<file path="src/rtl/imem_loader.sv">
// rtl/imem_loader.sv - byte-stream boot loader that writes a checksummed image into instruction memory
module imem_loader #(
   parameter int          MAX_WORDS = 256,
   parameter logic [31:0] BASE_ADDR = 32'h0000_0000
) (
   input  logic        i_clk,
   input  logic        i_reset,
   input  logic        i_rx_valid,
   input  logic [7:0]  i_rx_data,
   output logic        o_imem_we,
   output logic [31:0] o_imem_addr,
   output logic [31:0] o_imem_wdata,
   output logic        o_core_resetn,
   output logic        o_busy,
   output logic        o_done,
   output logic        o_error,
   output logic [15:0] o_word_count
);

   typedef enum logic [2:0] {
      S_IDLE, S_LEN_LO, S_LEN_HI, S_DATA, S_CSUM, S_DONE, S_ERROR
   } state_t;

   localparam logic [16:0] MAX_LEN = 17'(MAX_WORDS);

   state_t      state;
   logic [7:0]  len_lo;
   logic [7:0]  csum;
   logic [15:0] len;
   logic [15:0] word_idx;
   logic [1:0]  lane;
   logic [23:0] word_buf;
   logic [15:0] rx_len;

   assign rx_len = {i_rx_data, len_lo};

   always_ff @(posedge i_clk) begin
      if (i_reset) begin
         state         <= S_IDLE;
         len_lo        <= 8'h00;
         csum          <= 8'h00;
         len           <= 16'h0000;
         word_idx      <= 16'h0000;
         lane          <= 2'd0;
         word_buf      <= 24'h000000;
         o_imem_we     <= 1'b0;
         o_imem_addr   <= BASE_ADDR;
         o_imem_wdata  <= 32'h0000_0000;
         o_core_resetn <= 1'b0;
         o_busy        <= 1'b0;
         o_done        <= 1'b0;
         o_error       <= 1'b0;
         o_word_count  <= 16'h0000;
      end else begin
         o_imem_we <= 1'b0;
         if (i_rx_valid) begin
            case (state)
               S_IDLE, S_ERROR: begin
                  if (i_rx_data == 8'hA5) begin
                     state        <= S_LEN_LO;
                     o_error      <= 1'b0;
                     o_busy       <= 1'b1;
                     o_word_count <= 16'h0000;
                     csum         <= 8'h00;
                     lane         <= 2'd0;
                     word_idx     <= 16'h0000;
                  end
               end
               S_LEN_LO: begin
                  len_lo <= i_rx_data;
                  csum   <= csum ^ i_rx_data;
                  state  <= S_LEN_HI;
               end
               S_LEN_HI: begin
                  len  <= rx_len;
                  csum <= csum ^ i_rx_data;
                  if ({1'b0, rx_len} > MAX_LEN) begin
                     state   <= S_ERROR;
                     o_error <= 1'b1;
                     o_busy  <= 1'b0;
                  end else if (rx_len == 16'h0000) begin
                     state <= S_CSUM;
                  end else begin
                     state <= S_DATA;
                  end
               end
               S_DATA: begin
                  // Little-endian: bytes shift in from the top so byte 0 ends up in [7:0].
                  csum     <= csum ^ i_rx_data;
                  lane     <= lane + 2'd1;
                  word_buf <= {i_rx_data, word_buf[23:8]};
                  if (lane == 2'd3) begin
                     o_imem_we    <= 1'b1;
                     o_imem_wdata <= {i_rx_data, word_buf};
                     o_imem_addr  <= BASE_ADDR + {14'h0000, word_idx, 2'b00};
                     o_word_count <= word_idx + 16'd1;
                     word_idx     <= word_idx + 16'd1;
                     if (word_idx == len - 16'd1)
                        state <= S_CSUM;
                  end
               end
               S_CSUM: begin
                  o_busy <= 1'b0;
                  if (i_rx_data == csum) begin
                     state         <= S_DONE;
                     o_done        <= 1'b1;
                     o_core_resetn <= 1'b1;
                  end else begin
                     state   <= S_ERROR;
                     o_error <= 1'b1;
                  end
               end
               S_DONE: begin
               end
               default: state <= S_IDLE;
            endcase
         end
      end
   end

endmodule

</file>
<file path="config.mk">
export PLATFORM = sky130hd
export DESIGN_NAME = imem_loader
export DESIGN_NICKNAME = d
export VERILOG_FILES = /design/src/rtl/imem_loader.sv
export SDC_FILE = /design/constraint.sdc
export NUM_CORES = 1
export LEC_CHECK = 0
export BUFFER_PORTS_ARGS = -buffer_cell sky130_fd_sc_hd__clkbuf_2
export CORE_MARGIN = 2
export CORE_UTILIZATION = 25
export DETAILED_ROUTE_END_ITERATION = 6
export PLACE_DENSITY = 0.49
export SYNTH_ARGS = -nofsm -noshare
export SYNTH_HDL_FRONTEND = slang
export SYNTH_SLANG_ARGS = --single-unit
</file>
<file path="constraint.sdc">
create_clock -name i_clk -period 4.1 [get_ports i_clk]
set_input_delay 0.82 -clock i_clk [delete_from_list [all_inputs] [get_ports i_clk]]
set_output_delay 0.82 -clock i_clk [all_outputs]
set_load 0.1 [all_outputs]
</file>
# Yosys cells after proc, flatten, opt, wreduce, memory -nomap -nowiden
# Cells that the tools add are included.
[totals] reg_bits=129 out_inout_bits=85 wordCells=77
[op_classes] addsub=3 n_lt_le_gt_ge=1 eq_ne=15 n_mux=22 n_bitwise=4 reduce_logical=19
[op_table] operator="2-to-1 mux 16 bit" n=2
[op_table] operator="one-hot mux 16 bit (2 select lines)" n=1
[op_table] operator="one-hot mux 3 bit (6 select lines)" n=1
[op_table] operator="adder 16 x 1 -> 16 bit, second input constant" n=1
[op_table] operator="equality test 16 bit" n=1
[op_table] operator="greater-than comparator 16 x 9 -> 1 bit, second input constant" n=1
[op_table] operator="zero test 16 bit" n=1
[op_table] operator="one-hot mux 8 bit (2 select lines)" n=1
[op_table] operator="subtractor 16 x 1 -> 16 bit, second input constant" n=1
[op_table] operator="2-to-1 mux 3 bit" n=5
[op_table] operator="AND reduction 3 bit" n=4
[op_table] operator="!= test 2 bit, second input constant" n=5
[op_table] operator="AND reduction 5 bit" n=2
[op_table] operator="equality test 3 bit, second input constant" n=3
[op_table] operator="equality test 8 bit" n=1
[op_table] operator="equality test 8 bit, second input constant" n=1
[op_table] operator="2-to-1 mux 8 bit" n=1
[op_table] operator="AND reduction 4 bit" n=2
[op_table] operator="bitwise XOR 8 bit" n=1
[op_table] operator="equality test 3 x 2 -> 1 bit, second input constant" n=2
[op_table] operator="2-to-1 mux 1 bit" n=6
[op_table] operator="one-hot mux 1 bit (3 select lines)" n=2
[op_table] operator="AND reduction 2 bit" n=3
[op_table] operator="OR reduction 3 bit" n=2
[op_table] operator="10 further kinds" n=14

# Depth between registers and ports, before layout
# Gate-level depths: netlist of run 1.
[depth] depth_word=5 ltp_mapped=9 ltp_nobuf=9

# Worst setup path after synthesis of run 1
# Ideal clock, no wire load.
[synth_timing] kind="flip-flop to flip-flop" from="reg word_idx[11]" to="reg state[0]" arrival_ns=2.526 slack_ns=1.455 path_stages_with_launch=9 cell_sequence="dfxtp_1 > clkdlybuf4s15_1 > xnor2_1 > nand3b_1 > mux2_2 > o211ai_2 > o2111ai_1 > o31a_1 > o221a_1"
[synth_via] elab_chain_cells=3
[synth_lines] element="from (decl)" line_no="30" text="logic [15:0] word_idx;"
[synth_lines] element="from (signal assigned)" line_no="97" text="word_idx <= word_idx + 16'd1;"
[synth_lines] element="equality test 16 bit" line_no="98" text="if (word_idx == len - 16'd1)"
[synth_lines] element="!= test 2 bit (no source line)"
[synth_lines] element="AND reduction 5 bit (no source line)"
[synth_lines] element="to (signal assigned)" line_no="99" text="state <= S_CSUM;"
[synth_lines] element="to (signal assigned)" line_no="105" text="state <= S_DONE;"
[synth_lines] element="to (signal assigned)" line_no="109" text="state <= S_ERROR;"
[synth_lines] element="to (decl)" line_no="26" text="state_t state;"
# Every way passes these cells.
# A chain may end at the register's enable or synchronous reset.

# Final worst setup path of run 1
[layout_timing] from="reg state[0]" to="reg o_imem_wdata[21]"
[layout_via] elab_chain_cells=2
[layout_lines] element="from (signal assigned)" line_no="39" text="state <= S_IDLE;"
[layout_lines] element="from (signal assigned)" line_no="60" text="state <= S_LEN_LO;"
[layout_lines] element="from (signal assigned)" line_no="72" text="state <= S_LEN_HI;"
[layout_lines] element="equality test 3 x 2 -> 1 bit" line_no="57" text="case (state)"
[layout_lines] element="AND reduction 3 bit (no source line)"
[layout_lines] element="to (signal assigned)" line_no="94" text="o_imem_wdata <= {i_rx_data, word_buf};"
[layout_lines] element="to (decl)" line_no="12" text="output logic [31:0] o_imem_wdata,"
# Every way passes these cells.

==> results list, run 1 <==
- Port Buffer Count: roughly 80
- CP Class: flip-flop to flip-flop
* Post-CTS repair timing setup buffer count: 0
* Post-Syn Instances: between 700 and 800
- Vias in the first global route: 4619
- Worst-case setup slack after placement: around 1200 ps
* Share of final-layout standard cells stronger than drive strength 1: 0.172
- Ranking of synthesized cells by instance count: sky130_fd_sc_hd__nand2_1, sky130_fd_sc_hd__dfxtp_1, sky130_fd_sc_hd__a21oi_1
- Min Clock Period, post-route: between 2000 and 3000 ps
- Delay of the slowest critical-path stage: around 700 ps
* Critical path required time: between 4000 and 5000 ps
- The detailed router finished its first iteration with about 350 violations.
- At the pin with the least slew margin, the transition time is ~940 ps.
- Total of flip-flops plus latches after synthesis: ~130
- Global-route usage over all layers: 0.132
* Routed wire length per instance: approximately 14 µm
- Including well taps, the total number of placed cells is around 1100.
- Entering global routing, the biggest net connects 67 pins.
* Max capacitance violation total: 0
- Worst-skew pair later-pin latency: about 420 ps
- Top Family by Delay on Critical Path: simple AND/OR/NAND/NOR gates
- CTS buffer count: 17
* Biggest area contributors in the synthesized netlist: sky130_fd_sc_hd__dfxtp_1, sky130_fd_sc_hd__nand2_1, sky130_fd_sc_hd__a21oi_1
- Of all nets on the critical path, the largest fanout is 31.
* Number of top-level pins: 96
- The path class of the tightest hold or removal check is flip-flop to flip-flop.
- The number of hold buffers added after CTS was 0.
- Mean instance size in the synthesized netlist: 7.99 µm²
* Layout fillers: 2531
- The number of pins with negative max-slew slack in the final report came to 0.
* CTS H-Tree Depth: 4
- Clock skew on the completed layout was measured at approximately 10 ps.
- Critical Path Start Type: flip-flop
* Per-cell via count in the routed design: 4.50
- Site Rows: 56
- Non-filler cells in the finished layout: between 1000 and 1500
* Post-route clock period utilization: 0.650
* Clock tree root driver cell: sky130_fd_sc_hd__clkbuf_16
- After detailed routing, the total wire length is about 16000 µm.
- In this run, synthesis inferred 0 flip-flops with an integrated enable.
- Detailed-route DRC error count: 0
- The multi-input combinational cells in the finished layout cover a total of a little under 0.003 mm².
* Min-Delay Path Depth: 2
* Starting density of the core: 0.252
* Clock-pin slew of the registers on the worst-case setup and hold paths: ~60 ps
- The cell that appears most often on the critical path is sky130_fd_sc_hd__buf_4.
- Of the post-synthesis cell area, the dominant cell type holds 0.440.
- Synthesis warning total: 0
- Largest area contributor in the netlist: sky130_fd_sc_hd__dfxtp_1
- Vertical extent of the die: 157 µm
* Outcome: completed
* Total power divided by cell area: 438 mW/mm²
- The first detailed-routing pass took 4 iterations.
- The HPWL after detailed placement is 10900 µm.
* Number of unique standard cell types used by synthesis: 64
- The critical path crosses 7 cells after its start point.
* Leakage power figure: approximately 2.5 nW
* Worst rel slew slack: 0.370
- Summed over all layers, the global routing overflow is 0.
- Fin Hold WS: approximately 450 ps
* Core box area: 0.0233 mm²
* Area enclosed by the die boundary: around 0.025 mm²
* Synthesis-to-finish area growth: 18.7%
- No sink is reached through more buffers than the 2 on the longest clock path.
- The number of cells on the worst reg-to-reg path is 7.
- After synthesis the cells add up to 0.00586 mm².
* Peak supply drop: 0.330 mV
- 0 antenna diodes ended up in the layout.
- At the worst endpoint, the arrival time is 2930 ps.
* Number of endpoints with negative hold slack in the final report: 0
- Worst Setup Slack, final: roughly 1400 ps
- Async set-or-reset flop fraction in the synthesized netlist: 0
- The tree built by TritonCTS fans out to 129 sinks.
* Clock tree from TritonCTS: built
* CP max stage cell: sky130_fd_sc_hd__dfxtp_1
- For this run, the post-layout net count is approximately 800.
* Number of nets still failing antenna checks after routing: 0
- By instance count, the leading cell after synthesis is sky130_fd_sc_hd__nand2_1.
* Weighted congestion at the end of routability-driven global placement: around 0.81
* Most instantiated flip-flop cell in the synthesis netlist: sky130_fd_sc_hd__dfxtp_1
- Setup repair after global routing missed its margin: false
* Setup Total Neg Slack: 0 ps
* Post-CTS sizing: 0
- Global-route wire length before repair: 25400 µm
* Number of buffer and inverter stages on the critical path: 2
- The worst setup path is captured at a flip-flop.
* Achievable Freq: 0.375 GHz
- Initial antenna violation count: 0
- The final route contains 5016 vias.
- Registers take about 0.0026 mm².
- The critical path goes through nand3b_1 -> nor2_1 -> buf_4 -> nand2_2 -> buf_4 -> nand2_1 -> a21oi_1.
* Share of the yosys chip area belonging to registers: 0.440
- From left edge to right edge, the die measures about 160 µm.
* Setup-failing EPs final: 0
[area by class of cell]
class,instances,share of cell area
clock buffer,19,0.0636
inverter,7,0.00378
sequential,129,0.371
timing repair buffer,85,0.0636
clock inverter,13,0.0216
multi-input combinational,542,0.419
tap,319,0.0574
[sequential cells by signal (all words and copies together) (netlist names), 2 cells and up]
signal and cells:
csum 8, o_imem_wdata 32, len_lo 8, len 16
lane 2, state 3, o_imem_addr 16, word_buf 24
word_idx 16
[path summary, 6_finish.rpt]
check,startpoint,to,slack (ps)
min,o_imem_addr[6],o_imem_addr[6],450
max reg2reg,state[0],o_imem_wdata[21],1440
min reg2reg,o_imem_addr[6],o_imem_addr[6],450
max,state[0],o_imem_wdata[21],1440
[through the flow]
stage	area [µm²]	utilization	power (mW)
6_report	6960	0.299	3.05
5_1_grt	6960	0.299	3.16
4_1_cts	6960	0.299	3.09
3_5_place_dp	6370	0.274	1.54
3_3_place_gp	6370	0.274	1.54
2_1_floorplan	5920	-	1.52
[worst min-delay path: stages (launching register included)]
cell and delay (ps):
sky130_fd_sc_hd__dfxtp_1 300, sky130_fd_sc_hd__nand2_1 50, sky130_fd_sc_hd__a21oi_1 50
[cell usage in the layout, fill, tap and decap left out, types with 2 or more instances in the layout]
cell type and n:
sky130_fd_sc_hd__xor2_1 12, sky130_fd_sc_hd__mux2i_1 13, sky130_fd_sc_hd__nor4_1 5, sky130_fd_sc_hd__o2111ai_1 2
sky130_fd_sc_hd__o22ai_1 2, sky130_fd_sc_hd__clkbuf_16 17, sky130_fd_sc_hd__nor3_1 9, sky130_fd_sc_hd__a211o_2 2
sky130_fd_sc_hd__clkinv_2 2, sky130_fd_sc_hd__nand4b_1 2, sky130_fd_sc_hd__o211ai_1 3, sky130_fd_sc_hd__buf_4 7
sky130_fd_sc_hd__nor4_2 3, sky130_fd_sc_hd__nand3_1 8, sky130_fd_sc_hd__xnor2_1 24, sky130_fd_sc_hd__a22oi_1 2
sky130_fd_sc_hd__a41oi_1 2, sky130_fd_sc_hd__nand2_1 197, sky130_fd_sc_hd__clkbuf_2 78, sky130_fd_sc_hd__nor2_1 50
sky130_fd_sc_hd__and3_1 4, sky130_fd_sc_hd__mux2_2 3, sky130_fd_sc_hd__and3b_1 8, sky130_fd_sc_hd__nor4b_1 3
sky130_fd_sc_hd__inv_1 7, sky130_fd_sc_hd__nand2b_1 4, sky130_fd_sc_hd__inv_6 4, sky130_fd_sc_hd__o21ai_0 13
sky130_fd_sc_hd__a21oi_1 107, sky130_fd_sc_hd__nand3b_1 6, sky130_fd_sc_hd__dfxtp_1 129, sky130_fd_sc_hd__ha_1 3
sky130_fd_sc_hd__or3_1 4, sky130_fd_sc_hd__nand4_1 4, sky130_fd_sc_hd__clkinv_4 3, sky130_fd_sc_hd__bufinv_16 2
sky130_fd_sc_hd__and2_2 2, sky130_fd_sc_hd__conb_1 16, sky130_fd_sc_hd__nor2b_1 5
[kinds of logic after synthesis]
group                    synth area share
AND/OR/NAND/NOR                     0.254
AO/OA/AOI/OAI                       0.142
flip-flops                          0.440
buffers and inverters              0.0749
XOR/XNOR                           0.0538
multiplexers                       0.0279
adder cells (fa/ha/maj)           0.00640
other                            0.000639
[routing by layer]
metal / track usage / share of wire
met5: 0 / 0
met4: 0.0403 / 0.0058
met3: 0.0322 / 0.039
met2: 0.199 / 0.45
met1: 0.184 / 0.50
[where the power goes]
part	internal, mW	switching [mW]
Clock	0.924	0.605
Combinational	0.0507	0.184
Sequential	1.26	0.0184
Power figures use the tool's default switching activity.
==> run 2, diff against run 1 <==
clock period = 2.6 ns   (was 4.1 ns; I/O delays follow)
==> run 2 against run 1 <==
Worst setup slack worse by 1200 ps. Clock skew is 0.98 ps higher. Clock power is 50% higher. Worst hold slack worse by 1.9 ps. Cell area is 2.5% higher. Critical path depth stayed put. Utilization is 0.75 points higher. Sequential cell count stayed put. Global-route usage is 0.17 points higher. Register-to-register slack worse by 1200 ps. Largest cell class unchanged. Largest power group unchanged.
==> results list, run 2 (same netlist as run 1, synthesis figures left out) <==
- The count of buffers from port buffering came to 79 (unchanged).
- The quantity of gates resized following cts came to 0 (unchanged).
- Outcome: completed (unchanged).
- Most utilized layer in the global route result: met2 (unchanged)
- Setup repair after global routing missed its margin: false (unchanged).
- The largest fanout of any net on the critical path was 10 (was 31).
- Achievable Freq: 0.424 GHz (was 0.375 GHz)
* Most common cell after layout, fill and taps aside: sky130_fd_sc_hd__nand2_1 (unchanged)
- Top Family by Delay on Critical Path: compound AO/OA/AOI/OAI gates (was simple AND/OR/NAND/NOR gates)
* Worst Tran Pin Value: 722 ps (was 942 ps)
- The via count of the first global-routing pass is 4632 (was 4619).
* Area enclosed by the die boundary: 0.0247 mm² (unchanged)
- Setup-failing EPs final: 0 (unchanged)
- Leading cell types in the layout, fill and taps excluded: sky130_fd_sc_hd__nand2_1, sky130_fd_sc_hd__dfxtp_1, sky130_fd_sc_hd__a21oi_1 (unchanged).
- The cell chosen for the clock root is sky130_fd_sc_hd__clkbuf_16 (unchanged).
- Number of top-level pins: 96 (unchanged)
- Site Rows: 56 (unchanged)
* Total power divided by cell area: 662 mW/mm² (was 438 mW/mm²)
* Delay of the slowest critical-path stage: 560 ps (was 700 ps)
- The fraction of the cycle the final worst path needs was 0.907 (was 0.650).
- The headroom to the max-slew limit is 0.515 (was 0.370).
- Register ranked first by flip-flop count: o_imem_wdata (unchanged)
* Core box area: 0.0233 mm² (unchanged)
- Setup crit end kind: flip-flop (unchanged)
- Min Clock Period, post-route: 2360 ps (was 2660 ps)
- Setup Total Neg Slack: 0 ps (unchanged)
- Number of buffer and inverter stages on the critical path: 0 (was 2)
- The count of hold buffers inserted by post-cts repair was 0 (unchanged).
* Class of the most critical hold timing path: flip-flop to flip-flop (unchanged)
- The required arrival time at the worst endpoint came to 2910 ps (was 4360 ps).
- CP max stage cell: sky130_fd_sc_hd__dfxtp_1 (unchanged)
- Per-cell via count in the routed design: 4.39 (was 4.50)
* Number of clock sinks: 129 (unchanged)
- The slack of the worst reg-to-reg path came to 240 ps (was 1440 ps).
- Final global-route overflow total: 0 (unchanged)
- TritonRoute pass-1 iters: 4 (unchanged)
- Synthesis-to-finish area growth: 21.7% (was 18.7%)
- The final-report hold violation count came to 0 (unchanged).
- The total CTS buffers is 17 (unchanged).
* GRT met3 Usage: 0.0300 (was 0.0322)
* Post-CTS repair timing setup buffer count: 0 (unchanged)
- The critical setup path kind is flip-flop to flip-flop (unchanged).
- Peak supply drop: 0.304 mV (was 0.330 mV)
- Layout fillers: 2567 (was 2531)
* Largest net degree at the start of global routing: 75 (was 67)
- Net count of the finished layout: 819 (was 796)
- Placed cell count: 1105 (was 1082)
* Combined area of the multi-input logic cells: 0.00292 mm² (about the same)
* M2 GR Usage: 0.206 (was 0.199)
- Detailed-route DRC error count: 0 (unchanged)
- The count of max-cap constraint violations came to 0 (unchanged).
- The total number of vias is 4993 (was 5016).
- Data arrival at the endpoint of the critical path: 2670 ps (was 2930 ps)
- Non-filler cells in the finished layout: 1137 (was 1114)
* Antenna Cells: 0 (unchanged)
* Worst R2R End: state[0] (was o_imem_wdata[21])
- The clock tree from TritonCTS is built (unchanged).
* Leading registers by flop count: o_imem_wdata x32, word_buf x24 (unchanged)
- The number of cells on the worst hold path was 2 (unchanged).
- The global-route wire length before repair is 25600 µm (was 25400 µm).
* Source of the worst register-to-register timing path: state[1] (was state[0])
- The met1 routing resource usage after global routing was 0.184 (about the same).
- The maximum level of the CTS H-tree is 4 (unchanged).
* Initial antenna violation count: 0 (unchanged)
* Global-route usage over all layers: 0.133 (was 0.132)
* Initial detailed-routing violation count: 310 (was 348)
- The sequential cell area is 0.00258 mm² (about the same).
* Critical Path Start Type: flip-flop (unchanged)
- Cell count of the worst reg-to-reg path: 7 (unchanged)
* Largest register FFs: 32 (unchanged)
* Routed wire length: 16200 µm (was 15900 µm)
- Share of final-layout standard cells stronger than drive strength 1: 0.199 (was 0.172)
- The final weighted congestion of routability-driven global placement came to 0.818 (was 0.815).
- The mean routed wirelength per cell came to 14.2 µm (was 14.3 µm).
- The number of pins with negative max-slew slack in the final report was 0 (unchanged).
- The worst min-delay path endpoint was o_imem_addr[6] (unchanged).
- Number of nets still failing antenna checks after routing: 0 (unchanged)
- Vertical extent of the die: 157 µm (unchanged)
* Die Width: 157 µm (unchanged)
- The final worst clock skew came to 11.5 ps (was 10.5 ps).
- DP Wirelength: 11400 µm (was 10900 µm)
* Maximum buffer depth of the clock tree: 2 (unchanged)
* Hold Crit Start: o_imem_addr[6] (unchanged)
- The overall power after layout was 4.72 mW (was 3.05 mW).
- The effective utilization at floorplan was 0.252 (unchanged).
- Final core area utilization: 0.307 (was 0.299)
- The cell leakage power is 2.63 nW (was 2.53 nW).
- Cell breakdown of the critical path: xor2_1 -> a211o_2 -> nand2_1 -> a2111oi_4 -> o2111ai_1 -> o31a_1 -> o221a_1 (was nand3b_1 -> nor2_1 -> buf_4 -> nand2_2 -> buf_4 -> nand2_1 -> a21oi_1)
- Worst-skew pair later-pin latency: 420 ps (about the same)
- Clock-pin slew of the registers on the worst-case setup and hold paths: 60 ps (about the same)
[run 2: cell count changes in the layout (fill, tap and decap cells not counted), sizes merged]
cell / previous run / this run
clkinvlp: 1 / 4
clkinv: 5 / 2
bufinv: 2 / 0
buf: 7 / 30
inv: 12 / 14
[run 2: power by group]
| part | leakage (nW) | internal (mW) | switching (mW) |
|---|---|---|---|
| Sequential | 1.04 | 1.99 | 0.0194 |
| Combinational | 1.32 | 0.106 | 0.310 |
| Clock | 0.267 | 1.30 | 0.995 |
[run 2: worst reg2reg max path, stage by stage, from the launching register on]
cell,delay (ps)
sky130_fd_sc_hd__dfxtp_1,560
sky130_fd_sc_hd__xor2_1,290
sky130_fd_sc_hd__a211o_2,170
sky130_fd_sc_hd__nand2_1,200
sky130_fd_sc_hd__a2111oi_4,370
sky130_fd_sc_hd__o2111ai_1,140
sky130_fd_sc_hd__o31a_1,290
sky130_fd_sc_hd__o221a_1,230
[run 2: metrics by stage]
step / hold WS (ps) / cell area [µm²] / setup WS, ps
2_1_floorplan: 432 / 5920 / 41.1
3_3_place_gp: 442 / 6570 / 62.0
3_5_place_dp: 446 / 6570 / 87.8
4_1_cts: 455 / 7130 / 216
5_1_grt: 470 / 7130 / 25.3
6_report: 451 / 7130 / 241
[run 2: cell type report]
type	instances	share of cell area
Clock inverter	13	0.0160
Inverter	7	0.00368
Tap cell	319	0.0559
Clock buffer	19	0.0635
Multi-Input combinational cell	542	0.409
Timing Repair Buffer	108	0.0898
Sequential cell	129	0.362
[run 2: worst max path at each step]
stage | start | end | slack [ps] | cells after the start
floorplan | word_idx[6] | state[0] | 40 | 6
global placement | i_rx_data[1] | o_error | 60 | 8
detailed placement | i_rx_data[1] | o_error | 90 | 8
CTS | state[1] | o_error | 220 | 7
global route | state[1] | csum[2] | 30 | 7
finish | state[1] | state[0] | 240 | 7
[run 2: metal layers]
layer | routed length, µm | up-vias
met2 | 7130 | 115
met5 | 0 | -
met1 | 8100 | 2285
met3 | 800 | 11
li1 | - | 2582
met4 | 145 | 0
